<file path="src/rtl/axi_lite_reg_slave.sv">
// AXI4-Lite slave exposing NREGS 32-bit registers with byte strobes.
// Write and read channels run as independent FSMs; all valid/ready outputs are flops.
module axi_lite_reg_slave #(
    parameter int NREGS  = 16,
    parameter int ADDR_W = 32
) (
    input  logic                  clk,
    input  logic                  rst_n,
    input  logic [ADDR_W-1:0]     s_awaddr,
    input  logic                  s_awvalid,
    output logic                  s_awready,
    input  logic [31:0]           s_wdata,
    input  logic [3:0]            s_wstrb,
    input  logic                  s_wvalid,
    output logic                  s_wready,
    output logic [1:0]            s_bresp,
    output logic                  s_bvalid,
    input  logic                  s_bready,
    input  logic [ADDR_W-1:0]     s_araddr,
    input  logic                  s_arvalid,
    output logic                  s_arready,
    output logic [31:0]           s_rdata,
    output logic [1:0]            s_rresp,
    output logic                  s_rvalid,
    input  logic                  s_rready,
    output logic [NREGS*32-1:0]   regs_flat
);
    localparam int IDX_W = $clog2(NREGS);

    typedef enum logic [1:0] {W_IDLE, W_HAVE_A, W_HAVE_D, W_RESP} wstate_e;
    typedef enum logic {R_IDLE, R_DATA} rstate_e;

    wstate_e                wstate_q, wstate_d;
    rstate_e                rstate_q, rstate_d;
    logic                   awready_q, awready_d, wready_q, wready_d, arready_q, arready_d;
    logic                   bvalid_q, bvalid_d, rvalid_q, rvalid_d;
    logic [1:0]             bresp_q, bresp_d, rresp_q, rresp_d;
    logic [31:0]            rdata_q, rdata_d;
    logic [IDX_W-1:0]       awidx_q, awidx_d;
    logic                   aw_oor_q, aw_oor_d;
    logic [31:0]            wdata_q, wdata_d;
    logic [3:0]             wstrb_q, wstrb_d;
    logic [NREGS-1:0][31:0] regs_q, regs_d;

    logic             aw_hs, w_hs, ar_hs;
    logic [IDX_W-1:0] aw_idx, ar_idx;
    logic             aw_oor, ar_oor;
    logic             commit, c_oor;
    logic [IDX_W-1:0] c_idx;
    logic [31:0]      c_data;
    logic [3:0]       c_strb;
    logic             unused_addr_bits;

    assign aw_hs  = s_awvalid & awready_q;
    assign w_hs   = s_wvalid & wready_q;
    assign ar_hs  = s_arvalid & arready_q;
    assign aw_idx = s_awaddr[IDX_W+1:2];
    assign ar_idx = s_araddr[IDX_W+1:2];
    // Any set bit above the register window means the address is out of range.
    assign aw_oor = |s_awaddr[ADDR_W-1:IDX_W+2];
    assign ar_oor = |s_araddr[ADDR_W-1:IDX_W+2];
    assign unused_addr_bits = ^{s_awaddr[1:0], s_araddr[1:0]};

    always_comb begin
        wstate_d = wstate_q;
        awidx_d  = awidx_q;
        aw_oor_d = aw_oor_q;
        wdata_d  = wdata_q;
        wstrb_d  = wstrb_q;
        bvalid_d = bvalid_q;
        bresp_d  = bresp_q;
        commit   = 1'b0;
        c_idx    = aw_idx;
        c_oor    = aw_oor;
        c_data   = s_wdata;
        c_strb   = s_wstrb;
        case (wstate_q)
            W_IDLE: begin
                if (aw_hs && w_hs) begin
                    commit   = 1'b1;
                    wstate_d = W_RESP;
                end else if (aw_hs) begin
                    awidx_d  = aw_idx;
                    aw_oor_d = aw_oor;
                    wstate_d = W_HAVE_A;
                end else if (w_hs) begin
                    wdata_d  = s_wdata;
                    wstrb_d  = s_wstrb;
                    wstate_d = W_HAVE_D;
                end
            end
            W_HAVE_A: if (w_hs) begin
                commit   = 1'b1;
                c_idx    = awidx_q;
                c_oor    = aw_oor_q;
                wstate_d = W_RESP;
            end
            W_HAVE_D: if (aw_hs) begin
                commit   = 1'b1;
                c_data   = wdata_q;
                c_strb   = wstrb_q;
                wstate_d = W_RESP;
            end
            W_RESP: if (bvalid_q && s_bready) begin
                bvalid_d = 1'b0;
                wstate_d = W_IDLE;
            end
            default: wstate_d = W_IDLE;
        endcase
        if (commit) begin
            bvalid_d = 1'b1;
            bresp_d  = c_oor ? 2'b10 : 2'b00;
        end
        // Readys are decoded from the next state so they come straight out of flops.
        awready_d = (wstate_d == W_IDLE) || (wstate_d == W_HAVE_D);
        wready_d  = (wstate_d == W_IDLE) || (wstate_d == W_HAVE_A);
    end

    always_comb begin
        regs_d = regs_q;
        if (commit && !c_oor) begin
            for (int k = 0; k < 4; k++) begin
                if (c_strb[k]) regs_d[c_idx][8*k +: 8] = c_data[8*k +: 8];
            end
        end
    end

    // Reads sample regs_q, so a same-edge write is seen only by later reads.
    always_comb begin
        rstate_d = rstate_q;
        rvalid_d = rvalid_q;
        rdata_d  = rdata_q;
        rresp_d  = rresp_q;
        case (rstate_q)
            R_IDLE: if (ar_hs) begin
                rstate_d = R_DATA;
                rvalid_d = 1'b1;
                rdata_d  = ar_oor ? 32'h0 : regs_q[ar_idx];
                rresp_d  = ar_oor ? 2'b10 : 2'b00;
            end
            R_DATA: if (s_rready) begin
                rstate_d = R_IDLE;
                rvalid_d = 1'b0;
            end
            default: rstate_d = R_IDLE;
        endcase
        arready_d = (rstate_d == R_IDLE);
    end

    always_ff @(posedge clk or negedge rst_n) begin
        if (!rst_n) begin
            wstate_q  <= W_IDLE;
            rstate_q  <= R_IDLE;
            awready_q <= 1'b0;
            wready_q  <= 1'b0;
            arready_q <= 1'b0;
            bvalid_q  <= 1'b0;
            rvalid_q  <= 1'b0;
            bresp_q   <= 2'b00;
            rresp_q   <= 2'b00;
            rdata_q   <= 32'h0;
            awidx_q   <= '0;
            aw_oor_q  <= 1'b0;
            wdata_q   <= 32'h0;
            wstrb_q   <= 4'h0;
            regs_q    <= '0;
        end else begin
            wstate_q  <= wstate_d;
            rstate_q  <= rstate_d;
            awready_q <= awready_d;
            wready_q  <= wready_d;
            arready_q <= arready_d;
            bvalid_q  <= bvalid_d;
            rvalid_q  <= rvalid_d;
            bresp_q   <= bresp_d;
            rresp_q   <= rresp_d;
            rdata_q   <= rdata_d;
            awidx_q   <= awidx_d;
            aw_oor_q  <= aw_oor_d;
            wdata_q   <= wdata_d;
            wstrb_q   <= wstrb_d;
            regs_q    <= regs_d;
        end
    end

    assign s_awready = awready_q;
    assign s_wready  = wready_q;
    assign s_arready = arready_q;
    assign s_bvalid  = bvalid_q;
    assign s_bresp   = bresp_q;
    assign s_rvalid  = rvalid_q;
    assign s_rresp   = rresp_q;
    assign s_rdata   = rdata_q;
    assign regs_flat = regs_q;

endmodule

</file>
<file path="config.mk">
export PLATFORM = sky130hd
export DESIGN_NAME = axi_lite_reg_slave
export DESIGN_NICKNAME = d
export VERILOG_FILES = /design/src/rtl/axi_lite_reg_slave.sv
export SDC_FILE = /design/constraint.sdc
export NUM_CORES = 1
export LEC_CHECK = 0
export CAP_MARGIN = 20
export CORE_ASPECT_RATIO = 1.4
export CORE_MARGIN = 4
export CORE_UTILIZATION = 36
export CTS_CLUSTER_SIZE = 40
export DETAILED_ROUTE_END_ITERATION = 12
export GPL_TIMING_DRIVEN = 0
export PLACE_DENSITY_LB_ADDON = 0.25
export SETUP_SLACK_MARGIN = 0.05
export SLEW_MARGIN = 10
export SYNTH_ARGS = -nofsm -noshare
export SYNTH_HDL_FRONTEND = slang
export SYNTH_SLANG_ARGS = --single-unit
</file>
<file path="constraint.sdc">
create_clock -name clk -period 3.5 [get_ports clk]
set_clock_uncertainty 0.05 [all_clocks]
set_input_delay 0.35 -clock clk [delete_from_list [all_inputs] [get_ports clk]]
set_output_delay 0.35 -clock clk [all_outputs]
set_load 0.005 [all_outputs]
</file>
# After elaboration in Yosys (flattened, before gate mapping)
# Index checks and enable logic that the tools add are counted.
# word_totals
regBits,597
inputBits,107
out_inout_bits,553
wordCells,117
# classes
order_cmp,3
eq_ne,7
n_mux,52
n_bitwise,7
n_reduce_logical,18
# ops
cell,count
512-bit two-way mux,7
512-bit bitwise mux,4
32-bit demux with 4-bit select,4
32-bit two-way mux,5
32-bit binary-select mux with 4-bit select,1
26-bit OR reduction,2
24-bit two-way mux,1
16-bit two-way mux,1
2-bit two-way mux,8
4-bit two-way mux,4
1-bit two-way mux,12
"4-bit by 5-bit less-than comparator with 1-bit output, second input constant",2
8-bit two-way mux,1
2-bit case mux with 4 select lines,1
"2-bit equality test, second input constant",3
2-bit AND reduction,3
"2-bit by 1-bit equality test with 1-bit output, second input constant",2
"4-bit by 1-bit >= comparator with 1-bit output, second input constant",1
1-bit logical AND,4
2-bit logical NOT,2
"2-bit inequality test, second input constant",2
1-bit NOT,4
1-bit case mux with 2 select lines,2
4-bit AND reduction,1
other kinds (6),10

# Logic depth before layout (Yosys ltp)
# Gate-level depths: netlist of run 1.
# logic_depth
ltp_word,18
ltp_mapped,9
mapped_depth_nobuf,5

# Least setup slack after synthesis of run 1
# No wires, ideal clock.
# synth_path
kind,input to register
start,input s_awaddr[7]
end,"register regs_q, in the netlist regs_flat[128]"
setup_ns,0.125
t_arrival_ns,2.105
slack_ns,1.220
cell_stages,7
cell_sequence,nor4_2 nand4_1 o21a_2 buf_6 or4_1 buf_6 mux2_4
# synth_via
elab_chain_cells,5
# synth_rtl
element,line,source
"start, declared",9,"input logic [ADDR_W-1:0] s_awaddr,"
26-bit OR reduction (*),60,assign aw_oor = |s_awaddr[ADDR_W-1:IDX_W+2];
1-bit two-way mux,92,W_HAVE_A: if (w_hs) begin
1-bit two-way mux (*),77,case (wstate_q)
1-bit logical NOT (*),121,if (commit && !c_oor) begin
1-bit logical AND (*),121,
"end signal, assigned",182,regs_q <= regs_d;
"end, declared",43,"logic [NREGS-1:0][31:0] regs_q, regs_d;"
# Every way passes the cells marked *; elsewhere a longest branch is shown, timed or not.
# A chain may end at the register's enable or synchronous reset.

# Final worst setup path of run 1
# layout_path
start,register wstate_q[1]
end,"register regs_q, in the netlist regs_flat[12]"
# layout_via
elab_chain_cells,14
elab_cells_between_ends,29
classes_between,order compare: 2; eq/ne: 2; mux: 21; reduce/logical: 4
# layout_rtl
element,line,source
"start, declared",33,"wstate_e wstate_q, wstate_d;"
"start signal, assigned",168,wstate_q <= wstate_d;
2-bit by 1-bit equality test with 1-bit output,77,
4-bit two-way mux,77,
"4-bit by 5-bit less-than comparator with 1-bit output (implied by the code), or another cell as far along",123,if (c_strb[k]) regs_d[c_idx][8*k +: 8] = c_data[8*k +: 8];
1-bit logical AND (implied by the code) / 512-bit bitwise mux (equally long branches),123,
16-bit two-way mux (implied by the code) / 512-bit two-way mux (equally long branches),123,
32-bit demux with 4-bit select / 512-bit two-way mux (equally long branches),"123, 121",
512-bit bitwise mux,123,
512-bit two-way mux,123,
512-bit two-way mux,121,
512-bit bitwise mux,123,
512-bit two-way mux,123,
512-bit two-way mux,121,
512-bit bitwise mux,123,
512-bit two-way mux,123,
# Parallel ways exist; a longest one is shown, timed or not. The select of a mux whose other input is x is not followed.

==> results.md, run 1 <==
* Net Sw Power at approximately 4800 µW
* Via/cell ratio at 5.646
* CTS root buffer: clkbuf_16
* Die height at approximately 330 µm
* VDD IR-drop max at about 620 µV
* Share of total power in sequential cells at ~44%
* Buffers on Ports at around 650
* Tmin final at about 3300 ps
* Post-CTS Setup Inserts at 0
* Net Sw Frac at between 20 and 30%
* Post-route DRC at 0
* # clock sinks at just under 600
* RSZ-0062 raised after global routing: false
* Ys async rst share at 100.0%
* Utilization after layout at around half
* WL per Instance at 32.24 µm
* Io pins at 660
* Combinational power share at roughly 16%
* Hold Vio Cnt, Final at 0
* CTS tree: yes
* Fill cell count at approximately 6500
* Post-synth top flop: dfrtp_1
* CP Data Required Time at about 4000 ps
* GPL Wtd Cong at approximately 0.90
* Final HPWL DP at between 80000 and 90000 µm
* Hold Slack at 140.7 ps
* Rel. slew slack at ~20%
* EDFF count, synth at 0
* Pin count of the biggest net entering global routing at 113
* Row count at 119
* Hold WC Path Type: input pin to async pin
* Synth Warn # at 0
* Pleak at ~0.017 µW
* Reg2reg path depth at 8
* Setup violators final at 0
* Critical path type: flop to flop
* Clock buffers created by TritonCTS at 60
* Global route overflow at 0
* Commonest non-fill, non-tap cell in the layout: clkdlybuf4s50_1
* DR iter-0 viols at approximately 1300
* Clock-pin slew on the worst setup and hold paths at 60 ps
* Pre-antenna DRT Iters at 5
* R2R setup slack at 170 ps
* Antenna violations before repair at 3
* Synth cell types at just over 50
* Max Fclk at 300.3 MHz
* Post-route cell area at 0.03752 mm²
* Avg Cell Area, Syn at between 15 and 20 µm²
* Die X at around 240 µm
* Slew Limit Fails at 0
* Final worst path period share at 95.14%
* Max_cap viols at 0
* Die ar. at about 0.08 mm²
* Critical path data arrival time at approximately 3800 ps
* Worst Tran Pin Value at between 1000 and 1500 ps
* CTS H-tree lvls at 2
* Post-route ant nets at 0
* Overall Global Routing Usage at between 20% and 30%
* Clock Latency Late Sink at 650 ps
* Share of post-route cells with drive strength above 1 at 37.07%
* Vias in the first global route at approximately 21000
* First-pass GRT wire length at between 150000 and 200000 µm
* Worst r2r src: wstate_q[1]
* Crit Path Max Fanout at 10
* Dpl ws at -468.2 ps
* Crit. End Element: flop
* Clock power share at about two fifths
* Area post-placement at between 0.03 and 0.04 mm²
* Final #Nets at about 2600
* Clock Tree Buf Depth at 3
* Post-synthesis cell count at around 1700
* DRT Wirelength at 112400 µm
* Post-route worst setup slack at 170.0 ps
* Starting Density at 36.31%
* Status: finished clean
* Setup TNS Final at 0 ps
* Seq/Total Area, Yosys at between 50% and 60%
* Post-Syn Area at roughly 0.027 mm²
* P&R area growth vs syn at 37.16%
* CP Launch Type: flop
* Yosys reg bits at 595
* Power Dens Cells at between 400 and 500 mW/mm²
* Core box area at around 0.075 mm²
* Commonest cells after routing, fill and taps aside: 650 x clkdlybuf4s50_1, 595 x dfrtp_1, 537 x mux2_2, 128 x mux4_2, 79 x clkbuf_1
* R2R Path End: regs_flat[12]
* P_int at around 13000 µW
* Total number of vias at around 20000
==> metrics by stage <==
stage	power [µW]	instances
after global placement	10350	3360
after CTS	17560	3484
after detailed placement	10450	3370
after global routing	18050	3487
final	17410	3487
after floorplan	9053	1741
==> worst max-delay path: stages, from the launching register on <==
cell,delay (ps)
dfrtp_1,310
buf_2,180
nand4b_4,210
buf_4,200
buf_2,230
nand3_1,110
a21oi_1,570
nand3_1,800
mux2_2,540
==> kinds of logic after synthesis <==
group	after synthesis	synth area share, %
other cells	1	0.01371
buf+inv	133	2.282
flops	595	54.43
compound gates	126	3.778
mux	716	35.28
simple gates	169	4.217
==> synthesized netlist by cell type, types with 2 or more instances <==
library cell / instances / share of area (%)
a21o_1: 2 / 0.055
a21oi_1: 4 / 0.073
a22o_1: 32 / 1.0
a22oi_1: 65 / 1.8
a31oi_1: 4 / 0.091
and3_1: 3 / 0.069
buf_1: 4 / 0.055
buf_2: 31 / 0.57
buf_4: 11 / 0.30
buf_6: 6 / 0.25
clkbuf_1: 70 / 0.96
dfrtp_1: 595 / 54
inv_1: 11 / 0.15
mux2_1: 7 / 0.29
mux2_2: 537 / 22
mux2_4: 40 / 2.2
mux2i_1: 4 / 0.15
mux4_2: 128 / 11
nand2_1: 39 / 0.54
nand2b_1: 5 / 0.11
nand3_1: 16 / 0.29
nand3_2: 40 / 1.5
nand4_1: 7 / 0.16
nor2_1: 12 / 0.16
nor2b_1: 6 / 0.14
nor3_1: 3 / 0.055
nor3_2: 2 / 0.073
nor4_1: 11 / 0.25
nor4_2: 3 / 0.14
o21ai_0: 3 / 0.055
o31ai_2: 5 / 0.23
o41ai_2: 4 / 0.24
or3_1: 2 / 0.046
or4_1: 8 / 0.22
or4_4: 4 / 0.16
==> area by class of cell <==
type | count | area (µm²) | area share [%]
Sequential cell | 595 | 14890 | 39.69
Multi-Input combinational cell | 1013 | 11870 | 31.63
Timing Repair Buffer | 663 | 6760 | 18.02
Clock buffer | 86 | 1759 | 4.689
Tap cell | 968 | 1211 | 3.228
Buffer | 122 | 584.3 | 1.557
Clock inverter | 27 | 401.6 | 1.070
Inverter | 11 | 41.29 | 0.1101
Antenna cell | 2 | 5.005 | 0.01334
==> power by group through the flow <==
stage / clock (µW) / sequential (µW) / combinational [µW]
6_report: 7080 / 7630 / 2690
3_5_place_dp: 0 / 7750 / 2700
5_1_grt: 7480 / 7670 / 2900
4_1_cts: 7220 / 7620 / 2710
2_1_floorplan: 0 / 7670 / 1380
3_3_place_gp: 0 / 7740 / 2610
==> layer usage <==
metal / wire length, µm / up-vias / GRT usage [%]
met2: 55490 / 903 / 46.03
met3: 8905 / 210 / 7.754
met1: 43080 / 10490 / 33.35
met5: 10 / - / 0
li1: - / 8087 / -
met4: 4920 / 2 / 10.48
==> flip-flops by register name (all words and copies together) (netlist names) <==
signal     flops
aw_oor_q       1
awidx_q        4
regs_flat    512
rstate_q       1
s_arready      1
s_awready      1
s_bresp        1
s_bvalid       1
s_rdata       32
s_rresp        1
s_rvalid       1
s_wready       1
wdata_q       32
wstate_q       2
wstrb_q        4
==> repair_timing <==
| item | CTS | global route |
|---|---|---|
| endpoints found under the hold margin | 178 | 0 |
| gates resized for setup | 1 | 0 |
| setup endpoints to repair | 10 | 0 |
| hold buffers | 1 | 0 |
==> how the worst max path moves through the flow <==
stage	start	slack, ps	cells after the start	to
floorplan	s_awaddr[7]	1220	7	regs_flat[128]
global placement	rst_n	-24420	1	regs_flat[213]
detailed placement	s_arvalid	-470	6	s_rdata[12]
CTS	rstate_q	90	6	s_rdata[12]
global route	rstate_q	50	6	s_rdata[16]
finish	wstate_q[1]	170	8	regs_flat[12]
Power figures use the tool's default switching activity.
==> inputs of run 2 (changes only) <==
Settings changed: CORE_UTILIZATION 36 to 40.
==> results.md, run 2 (same netlist as run 1, synthesis figures left out) <==
* Multi-input logic area at 0.01186 mm²
* Final worst path period share at 92.76%
* Power Dens Cells at approximately 450 mW/mm²
* Setup violators final at 0
* Max Fclk at approximately 310 MHz
* GPL Wtd Cong at roughly 0.89
* Total number of vias at just under 20000
* Crit Path Max Fanout at 10
* Tmin final at 3247 ps
* RSZ-0062 raised after global routing: false
* Rel. slew slack at 20.36%
* Area post-placement at 0.03518 mm²
* Post-route DRC at 0
* Pin count of the biggest net entering global routing at approximately 110
* Pleak at around 0.017 µW
* Die X at between 200 and 250 µm
* Fill cell count at roughly 5700
* Max stage delay on crit path at 760 ps
* Post-route ant nets at 0
* Hold-fix buffers, CTS at 1
* Vias in the first global route at roughly 21000
* Final HPWL DP at slightly below 80000 µm
* Die ar. at 0.07269 mm²
* Core box area at between 0.06 and 0.07 mm²
* CP Data Required Time at 3960 ps
* Non-Filler Instances at around 3400
* CP Launch Type: flop
* Max reg flops at approximately 500
* Global route overflow at 0
* Clock buffers created by TritonCTS at between 50 and 60
* CTS H-tree lvls at 2
* Starting Density at between 40% and 50%
* Pre-antenna DRT Iters at 6
* VDD IR-drop max at just under 400 µV
* Commonest non-fill, non-tap cell in the layout: clkdlybuf4s50_1
* DR iter-0 viols at ~1300
* DRT Wirelength at ~110000 µm
* Commonest cells after routing, fill and taps aside: 650 x clkdlybuf4s50_1, 595 x dfrtp_1, 537 x mux2_2, 128 x mux4_2, 82 x clkbuf_1
* Hold Vio Cnt, Final at 0
* Register area at 0.01489 mm²
* Clock Latency Late Sink at 640 ps
* P&R area growth vs syn at 35.93%
* Row count at ~110
* Overall Global Routing Usage at approximately 29%
* Hold Slack at between 150 and 200 ps
* First-pass GRT wire length at about 150000 µm
* Post-route cell area at approximately 0.037 mm²
* Max_cap viols at 0
* Via/cell ratio at 5.842
* Crit. End Element: flop
* Post-CTS Resized at 0
* Status: finished clean
* Final #Nets at 2573
* Worst Tran Pin Value at between 1000 and 1500 ps
* CTS tree: yes
* Die height at 317.4 µm
* Hold WC Path Type: input pin to async pin
* CTS root buffer: clkbuf_16
* Critical path type: flop to flop
* Slew Limit Fails at 0
* WL per Instance at 31.85 µm
* Clock Tree Buf Depth at 3
* Critical path data arrival time at 3700 ps
* Placed Cells at approximately 3300
* Clock-pin slew on the worst setup and hold paths at approximately 70 ps
* CP Cell Sequence: buf_2 > nand4b_4 > buf_4 > buf_2 > nand3_1 > a21oi_1 > nand3_1 > mux2_2
* Worst r2r src: wstate_q[1]
* Critical path's slowest cell: nand3_1
* Share of post-route cells with drive strength above 1 at a little under two fifths
* Buffers on Ports at about 650
* CP Launch Point: wstate_q[1]
* Antenna violations before repair at 12
* Post-CTS Setup Inserts at 0
* # clock sinks at between 500 and 600
* Io pins at 660
## run 2: changes by cell type in the layout (fill, tap and decap cells not counted), moves of 2 or more
cell	before	now
buf_6	7	10
bufinv_16	9	4
clkbuf_1	79	82
buf_8	4	2
clkbuf_8	16	13
diode_2	2	6
## run 2: layout make-up
type	instances	share of cell area [%]
repair buffers	664	18.19
inverters	11	0.1110
clock inverters	19	0.5485
multi-input cells	1013	31.89
well taps	862	2.901
flip-flops and latches	595	40.04
plain buffers	122	1.568
clock buffers	86	4.708
diodes	6	0.04038
## run 2: path summary, 6_finish.rpt
kind | slack (ps) | end | cells after the start
setup / recovery | 250 | regs_flat[15] | 8
hold / removal | 180 | regs_flat[4] | 2
setup reg to reg | 250 | regs_flat[15] | 8
hold reg to reg | 440 | s_rvalid | 1
max in group asynchronous | 990 | regs_flat[148] | 6
min in group clk | 300 | wdata_q[0] | 2
## run 2: through the flow
| step | TNS (ps) | utilization, % | power [µW] | setup slack [ps] |
|---|---|---|---|---|
| global placement | - | 51.50 | 10280 | -23860 |
| finish | 0 | 54.79 | 16810 | 253.4 |
| floorplan | 0 | - | 9053 | 1220 |
| global route | 0 | 54.78 | 17440 | 98.91 |
| CTS | 0 | 54.73 | 16940 | 162.0 |
| detailed placement | -12340 | 51.83 | 10390 | -257.9 |
## run 2: power by group
part	leakage (µW)	internal, µW	switching (µW)
registers	0.00821	7300	326
clock network	0.000967	3740	2800
logic	0.00780	1150	1500
total	0.0170	12200	4620
## run 2: critical path: cells and delay by family (launching register included)
| kind | cells | cell delay [ps] |
|---|---|---|
| muxes | 1 | 530 |
| and+or+nand+nor | 3 | 1090 |
| buffers and inverters | 3 | 630 |
| DFF | 1 | 310 |
| AOI/OAI and AO/OA | 1 | 490 |
## run 2: metal layers
metal,wire (µm),track usage (%),share of wire (%)
met1,42020,35.63,39
met2,53700,48.81,50
met3,7118,7.163,6.6
met4,4646,11.10,4.3
met5,94,0,0.087
==> inputs of run 3 (changes only) <==
Settings changed: PLACE_DENSITY set to 0.79, PLACE_DENSITY_LB_ADDON 0.25 to unset.
==> results.md, run 3 (same netlist as run 1, synthesis figures left out) <==
* WL per Instance at 32.26 µm
* CP Data Required Time at roughly 4000 ps
* Via/cell ratio at about 6
* Post-route worst setup slack at approximately 290 ps
* Die X at 229.0 µm
* Share of post-route cells with drive strength above 1 at between 30 and 40%
* RSZ-0062 raised after global routing: false
* Pre-antenna DRT Iters at 5
* Setup violators final at 0
* GR Layer Usage met3 at under 10%
* Die ar. at between 0.07 and 0.08 mm²
* Buffers on Ports at between 600 and 700
* Post-CTS Resized at 0
* Power Dens Cells at around 450 mW/mm²
* Max Fclk at ~310 MHz
* Utilization after layout at between 50% and 60%
* Slew Limit Fails at 0
* GPL Wtd Cong at 0.9408
* Area post-placement at approximately 0.035 mm²
* Final HPWL DP at approximately 81000 µm
* Post-route cell area at about 0.037 mm²
* CTS root buffer: clkbuf_16
* Status: finished clean
* Dpl ws at -241.6 ps
* Crit. End Element: flop
* Post-route DRC at 0
* Clock Tree Buf Depth at 3
* VDD IR-drop max at about 420 µV
* Final worst path period share at roughly 90%
* Commonest non-fill, non-tap cell in the layout: clkdlybuf4s50_1
* Crit Path Max Fanout at 10
* Hold Vio Cnt, Final at 0
* Vias in the first global route at between 20000 and 25000
* CTS H-tree lvls at 2
* Busiest grt layer: met2
* First-pass GRT wire length at between 150000 and 200000 µm
* Critical path type: flop to flop
* # clock sinks at around 600
* Total number of vias at 20050
* CP Launch Type: flop
* Io pins at between 600 and 700
* Final #Nets at about 2600
* Multi-input logic area at 0.01185 mm²
* Pleak at 0.01698 µW
* Max_cap viols at 0
* DR iter-0 viols at about 1400
* P&R area growth vs syn at 35.96%
* Max reg flops at between 500 and 600
* M2 GR Usage at 49.60%
* Fill cell count at 5415
* Tmin final at 3213 ps
* Core box area at 0.06787 mm²
* Pin count of the biggest net entering global routing at between 100 and 150
* M1 GR Usage at ~34%
* Clock Latency Late Sink at between 600 and 700 ps
* Clock-pin slew on the worst setup and hold paths at roughly 60 ps
* DRT Wirelength at approximately 110000 µm
* Worst Tran Pin Value at approximately 1200 ps
* Post-route ant nets at 0
* Clock buffers created by TritonCTS at 57
* Register area at approximately 0.015 mm²
* Overall Global Routing Usage at ~29%
* Global route overflow at 0
* Row count at about 110
* Rel. slew slack at 21.40%
* CTS tree: yes
* Hold WC Path Type: input pin to async pin
* Starting Density at between 40% and 50%
* Commonest cells after routing, fill and taps aside: 650 x clkdlybuf4s50_1, 595 x dfrtp_1, 537 x mux2_2, 128 x mux4_2, 80 x clkbuf_1
* Critical path data arrival time at approximately 3700 ps
* Antenna violations before repair at 10
* Die height at ~320 µm
run 3: worst max-delay path, stage by stage (launching register included):
cell and delay (ps):
dfrtp_1 330, buf_2 190, nand4b_4 210, buf_4 200, buf_2 230, nand3_1 100
a21oi_1 460, nand3_1 760, mux2_2 550
run 3: final timing paths:
kind                             start             end  slack [ps]  cells past startpoint
max reg2reg                wstate_q[1]   regs_flat[22]         290                      8
min                              rst_n  regs_flat[261]         280                      2
min in group clk              s_rready        s_rvalid         300                      2
min reg2reg                   rstate_q        s_rvalid         430                      1
max                        wstate_q[1]   regs_flat[22]         290                      8
max in group asynchronous        rst_n  regs_flat[469]        1170                      5
run 3: repair_timing:
item                                   in CTS  in global routing
buffers inserted                            0                  0
hold buffers                                1                  0
endpoints found under the hold margin      93                  0
run 3: through the flow:
step	hold slack [ps]	instances	setup TNS [ps]	power, µW
after floorplan	4.409	1741	0	9053
after global placement	401.6	3254	-	10300
after detailed placement	377.9	3268	-5629	10430
after CTS	267.9	3372	0	16920
after global routing	275.8	3378	0	17440
final	279.3	3383	0	16840
run 3: final cells by class:
type	count	area share (%)
diodes	10	0.06729
plain buffers	122	1.568
clock buffers	80	4.478
clock inverters	23	0.7401
inverters	11	0.1110
multi-input cells	1013	31.86
flip-flops and latches	595	40.04
well taps	862	2.900
repair buffers	667	18.24
run 3: where the power goes:
group / internal (µW) / switching [µW] / total [µW]
combinational: 1160 / 1530 / 2690
sequential: 7300 / 338 / 7640
clock: 3700 / 2820 / 6520
total: 12200 / 4690 / 16800
run 3: layer usage:
layer | vias up | part of all wire (%)
met3 | 274 | 8.0
met4 | 2 | 5.6
met2 | 1063 | 50
li1 | 8103 | -
met1 | 10610 | 36
met5 | - | 0.012
==> edit 1: new RTL, flow settings as in run 1 <==
The parameter `NREGS` goes from 16 to 32.
--- a/src/rtl/axi_lite_reg_slave.sv
+++ b/src/rtl/axi_lite_reg_slave.sv
@@ -1,7 +1,7 @@
 // AXI4-Lite slave exposing NREGS 32-bit registers with byte strobes.
 // Write and read channels run as independent FSMs; all valid/ready outputs are flops.
 module axi_lite_reg_slave #(
-    parameter int NREGS  = 16,
+    parameter int NREGS  = 32,
     parameter int ADDR_W = 32
 ) (
     input  logic                  clk,
Ports: changed (resized regs_flat); port bits go from 660 to 1172. The function was not compared with the original's and may differ.
==> edit 1 against run 1 <==
- the flow now finishes with violations (negative setup slack)
- power is 85% higher
- sequential cell count is 513 higher
- setup slack worse by 0.20 ns
- final area is 90% higher
- synthesized area is 93% higher
- routed wire length grew to 2.6 times the old value
- synthesized cell count is 96% higher
- fmax is 5.7% lower
- global-route usage is 10 points higher
- combinational power is 110% higher
- via count is 100% higher
==> edit 1: results (changes against run 1) <==
Run status
  • Status: complete, but fails checks
  • Failing checks: negative setup slack

Drt
  • DR pass1 iterations: 6 (+1)
  • Drt via density: 5.86 (+3.8%)
  • Violation count after the first detailed-route iteration: 3329 (+160%)
  • Wire per inst: 43.4 microns (+35%)

Yosys
  • Compound-Gate Fraction of Synth Area: 3.20% (-0.58 points)
  • Synth Area in XOR/XNOR: 0% (unchanged)
  • Ys flop type: dfrtp_1
  • Seq/Total Area, Yosys: 52.5% (-2.0 points)
  • Multiplexer area fraction after synthesis: 36.7% (+1.4 points)
  • Synth top area cells: dfrtp_1 52%, mux2_1 13%, mux4_2 8.5%, mux2_2 6.3%, mux2_4 5.5%
  • Cell variety after synth: 57 (+12%)
  • FFs w/ async S/R, synth: 100% (unchanged)
  • Adder-Cell Fraction of Synth Area: 0% (unchanged)
  • Most frequent cells after synthesis: 1108 x dfrtp_1, 623 x mux2_1, 295 x mux2_2
  • Ys Warns: 0 (unchanged)

Placement
  • Hpwl dp: 237 mm (+180%)
  • Port Buf Inserts: 1162 (+78%)
  • Pre-CTS setup slack: -1.01 ns (-0.546 ns)
  • Placer Congestion: 0.951 (+5.5%)

Power and ir drop
  • VDD IR max: 0.423 mV (-32%)
  • Internal power: 22.3 mW (+77%)
  • Leakage Power: 33.1 nW (+94%)

Global route
  • Met1 usage: 40.9% (+7.5 points)
  • Vias in the first global route: 40500 (+92%)
  • GRT Util Overall: 37.5% (+10 points)
  • Pin count of the biggest net entering global routing: 148 (+31%)
  • Met2 Use GR: 62.9% (+17 points)
  • Initial antenna violation count: 21 (+18)
  • Overflow after GRT: 0 (unchanged)
  • M3 GR Usage: 10.9% (+3.1 points)
  • First-pass GRT wire length: 386 mm (+140%)

Critical path
  • CP peak stage delay: 0.73 ns (-0.07 ns)
  • Worst Path Max Fanout: 10 (unchanged)
  • CP arrival: 4.15 ns (+0.34 ns)
  • CP max stage cell: o21ai_0

Clocking
  • H-tree Lvls: 3 (+1)
  • Root Buffer: clkbuf_16
  • Post-CTS Setup Inserts: 0 (unchanged)
  • Clk slew on worst S/H paths: 0.08 ns (+0.02 ns)
  • CTS Buf Count: 111 (+85%)
  • Later-pin clock latency in the skew report: 0.76 ns (+0.11 ns)
  • Clock tree buffer depth: 3 (unchanged)

Cells and area
  • Fillers: 12900 (+98%)
  • Max reg flops: 1024 (+100%)
  • Share of post-route cells with drive strength above 1: 23.9% (-13 points)
  • Nets: 4829 (+88%)

Timing
  • Slew headroom: 16.4% (-3.3 points)
  • Final worst slack: -0.0320 ns (-0.202 ns)
  • Setup Viol. Count Final: 1 (+1)

Min path
  • Min-Delay Path Class: in2reg
==> edit 1: final cells by class <==
cell class                      count  area, sq um  share of cell area (%)
Timing Repair Buffer             1193        12200                    17.1
Tap cell                         1932         2420                    3.38
Buffer                            251         1160                    1.63
Clock buffer                      156         3250                    4.55
Inverter                            5         18.8                  0.0263
Antenna cell                       12         30.0                  0.0420
Clock inverter                     52          572                   0.800
Multi-Input combinational cell   2052        24000                    33.6
Sequential cell                  1108        27700                    38.8
==> edit 1: cells by family after synthesis <==
family | Yosys count
other | 1
AOI/OAI and AO/OA | 214
buffers and inverters | 256
muxes | 1476
DFF | 1108
and+or+nand+nor | 360
==> edit 1: repair_timing <==
action                                 in CTS  in global routing
hold buffers                                1                  0
setup endpoints to repair                  75                  8
endpoints found under the hold margin     137                  0
gates resized for setup                    13                  6
cloned                                      0                  0
==> edit 1: critical path: cells and delay by family <==
kind                   cells  cell delay, ns
multiplexers               1            0.33
AO/OA/AOI/OAI              3            1.41
buffers and inverters      4            2.02
==> edit 1: path summary, 6_finish.rpt <==
path / start / to / slack [ns] / cells past startpoint
worst min register to register: s_bresp[1] / s_bresp[1] / 0.44 / 2
worst max register to register: rstate_q / s_rdata[24] / 0.05 / 6
min in group asynchronous: rst_n / regs_flat[1011] / 0.16 / 2
max in group asynchronous: rst_n / regs_flat[570] / 1.19 / 4
worst min-delay path: s_rready / s_rvalid / 0.13 / 2
worst max-delay path: s_araddr[6] / s_rdata[24] / -0.03 / 8
==> edit 1: power groups by stage <==
stage          clock network [mW]  logic, mW  registers, mW
3_5_place_dp                    0       5.56           14.1
4_1_cts                      12.9       5.59           13.9
6_report                     12.8       5.57           13.9
5_1_grt                      13.4       5.77           13.9
3_3_place_gp                    0       5.36           14.1
2_1_floorplan                   0       2.41           13.9
==> edit 1: per-layer routing <==
| layer | part of all wire (%) | wire length (microns) |
|---|---|---|
| met1 | 35 | 102000 |
| met2 | 48 | 142000 |
| met3 | 8.5 | 25000 |
| met4 | 8.5 | 24900 |
| met5 | 0.0044 | 13 |
==> edit 1: through the flow <==
| stage | setup TNS [ns] | utilization [%] | instance area, sq um | std cells |
|---|---|---|---|---|
| 6_report | -0.0320 | 48.9 | 71400 | 6761 |
| 5_1_grt | 0 | 48.9 | 71400 | 6756 |
| 4_1_cts | 0 | 48.9 | 71400 | 6748 |
| 3_5_place_dp | -148.94 | 46.2 | 67500 | 6539 |
| 3_3_place_gp | - | 45.8 | 66900 | 6510 |
| 2_1_floorplan | 0 | - | 52900 | 3416 |
==> edit 2: new RTL, settings of run 1 <==
Without the edit above. Make the reset (`rst_n`) synchronous in one clocked block.
--- a/src/rtl/axi_lite_reg_slave.sv
+++ b/src/rtl/axi_lite_reg_slave.sv
@@ -147,7 +147,7 @@
         arready_d = (rstate_d == R_IDLE);
     end
 
-    always_ff @(posedge clk or negedge rst_n) begin
+    always_ff @(posedge clk) begin
         if (!rst_n) begin
             wstate_q  <= W_IDLE;
             rstate_q  <= R_IDLE;
Function: not settled (the Yosys comparison gave no result); the edit may change what the design does.
==> edit 2 against run 1 <==
- final area decreased by 2.6%
- cell count grew 19%
- synthesized area fell by 3.0%
- sequential cell count unchanged
- setup slack better by 0.41 ns
- global-route usage grew 1.9 points
- worst hold slack improved by 0.092 ns
- count of clock-buffer cells in the layout shrank 2
- synthesized cell count increased by 40%
- routed wire length is 5.9% higher
Power is not compared: it rests on default switching activity, and its combinational part moved more than twofold at a synthesized area within 25%.
==> edit 2: results (changes against run 1) <==
Min path
  • Min-Delay Path Class: in2reg

Critical path
  • CP peak stage delay: 0.88 ns (+0.08 ns)
  • CP arrival: 3.44 ns (-0.37 ns)
  • CP top delay family: simple AND/OR/NAND/NOR gates
  • CP max stage cell: clkbuf_1
  • R2r setup slk: 0.58 ns (+0.41 ns)

Global route
  • First-pass GRT wire length: 168 mm (+5.9%)
  • GRT Util Overall: 29.2% (+1.9 points)
  • Initial antenna violation count: 1 (-2)
  • Vias in the first global route: 23200 (+10%)
  • Pin count of the biggest net entering global routing: 16 (-86%)

Cells and area
  • Max reg flops: 512 (unchanged)
  • N_diodes: 0 (-2)
  • Fillers: 6616 (+2.0%)
  • Share of post-route cells with drive strength above 1: 13.4% (-24 points)

Yosys
  • FFs w/ async S/R, synth: 0% (-100 points)
  • Seq/Total Area, Yosys: 44.9% (-9.6 points)
  • Cell variety after synth: 41 (-20%)
  • Multiplexer area fraction after synthesis: 31.9% (-3.4 points)
  • Synth top area cells: dfxtp_1 45%, mux2i_1 20%, mux4_2 11%, nand2_1 9.2%, nand3_4 2.6%
  • Compound-Gate Fraction of Synth Area: 4.63% (+0.85 points)
  • Most frequent cells after synthesis: 654 x nand2_1, 595 x dfxtp_1, 520 x mux2i_1

Clocking
  • CTS Buf Count: 61 (+1.7%)
  • Post-CTS Resized: 0 (-1)
  • Clock tree buffer depth: 3 (unchanged)

Timing
  • Least-Margin Pin Slew: 1.13 ns (-0.0683 ns)
  • Min cycle time layout: 2.92 ns (-0.411 ns)
  • Worst hold slack: 0.233 ns (+0.0923 ns)

Drt
  • DRT Wirelength: 119 mm (+5.9%)
  • Violation count after the first detailed-route iteration: 1346 (+4.7%)
  • Drt via density: 5.45 (-3.5%)

Placement
  • Hpwl dp: 96.0 mm (+14%)
  • Placer Congestion: 0.939 (+4.3%)
  • Port Buf Inserts: 650 (-0.15%)
  • Pre-CTS setup slack: 0.0591 ns (+0.527 ns)

Run status
  • Status: finished, final reports clean

Power and ir drop
  • VDD IR max: 0.392 mV
-- edit 2: changes by cell type after synthesis, moves of 35 or more --
| cell | delta |
|---|---|
| dfxtp_1 | +595 |
| mux2_2 | -504 |
| nand2_1 | +615 |
| mux2_4 | -40 |
| dfrtp_1 | -595 |
| nand3_4 | +40 |
| mux2i_1 | +516 |
| clkbuf_1 | +38 |
| a21oi_1 | +35 |
-- edit 2: path summary, 6_finish.rpt --
kind / from / end / cells after the start
max: s_arready / s_rdata[12] / 6
min: s_wstrb[2] / wstrb_q[2] / 3
max reg2reg: s_arready / s_rdata[12] / 6
min reg2reg: wdata_q[18] / wdata_q[18] / 2
-- edit 2: through the flow --
step | std cells | instance area (sq um) | setup TNS (ns)
floorplan | 2435 | 26500 | 0
global placement | 4037 | 34200 | -3.29
detailed placement | 4038 | 34300 | 0
CTS | 4154 | 36500 | 0
global route | 4154 | 36500 | 0
finish | 4154 | 36500 | 0
-- edit 2: worst reg2reg max path, stage by stage, from the launching register on --
cell and delay, ns:
dfxtp_1 0.34, nand2_1 0.06, nor2_1 0.33, nand4_1 0.21, nor3_2 0.70, clkbuf_1 0.89, a22o_1 0.27
-- edit 2: final cells by class --
cell class                 instances  share of cell area, %
sequential                       595                   32.6
clock buffer                      84                   4.94
multi-input combinational       1657                   37.4
tap                              952                   3.26
buffer                           180                   2.65
clock inverter                    32                   1.26
timing repair buffer             651                   17.9
inverter                           3                 0.0308
-- edit 2: per-layer routing --
metal / track usage, % / wire, microns / up-vias
met1: 33.3 / 44700 / 11400
li1: - / - / 10100
met4: 12.4 / 5640 / 0
met2: 52.4 / 60700 / 956
met3: 6.83 / 8080 / 218
met5: 0 / 0 / -
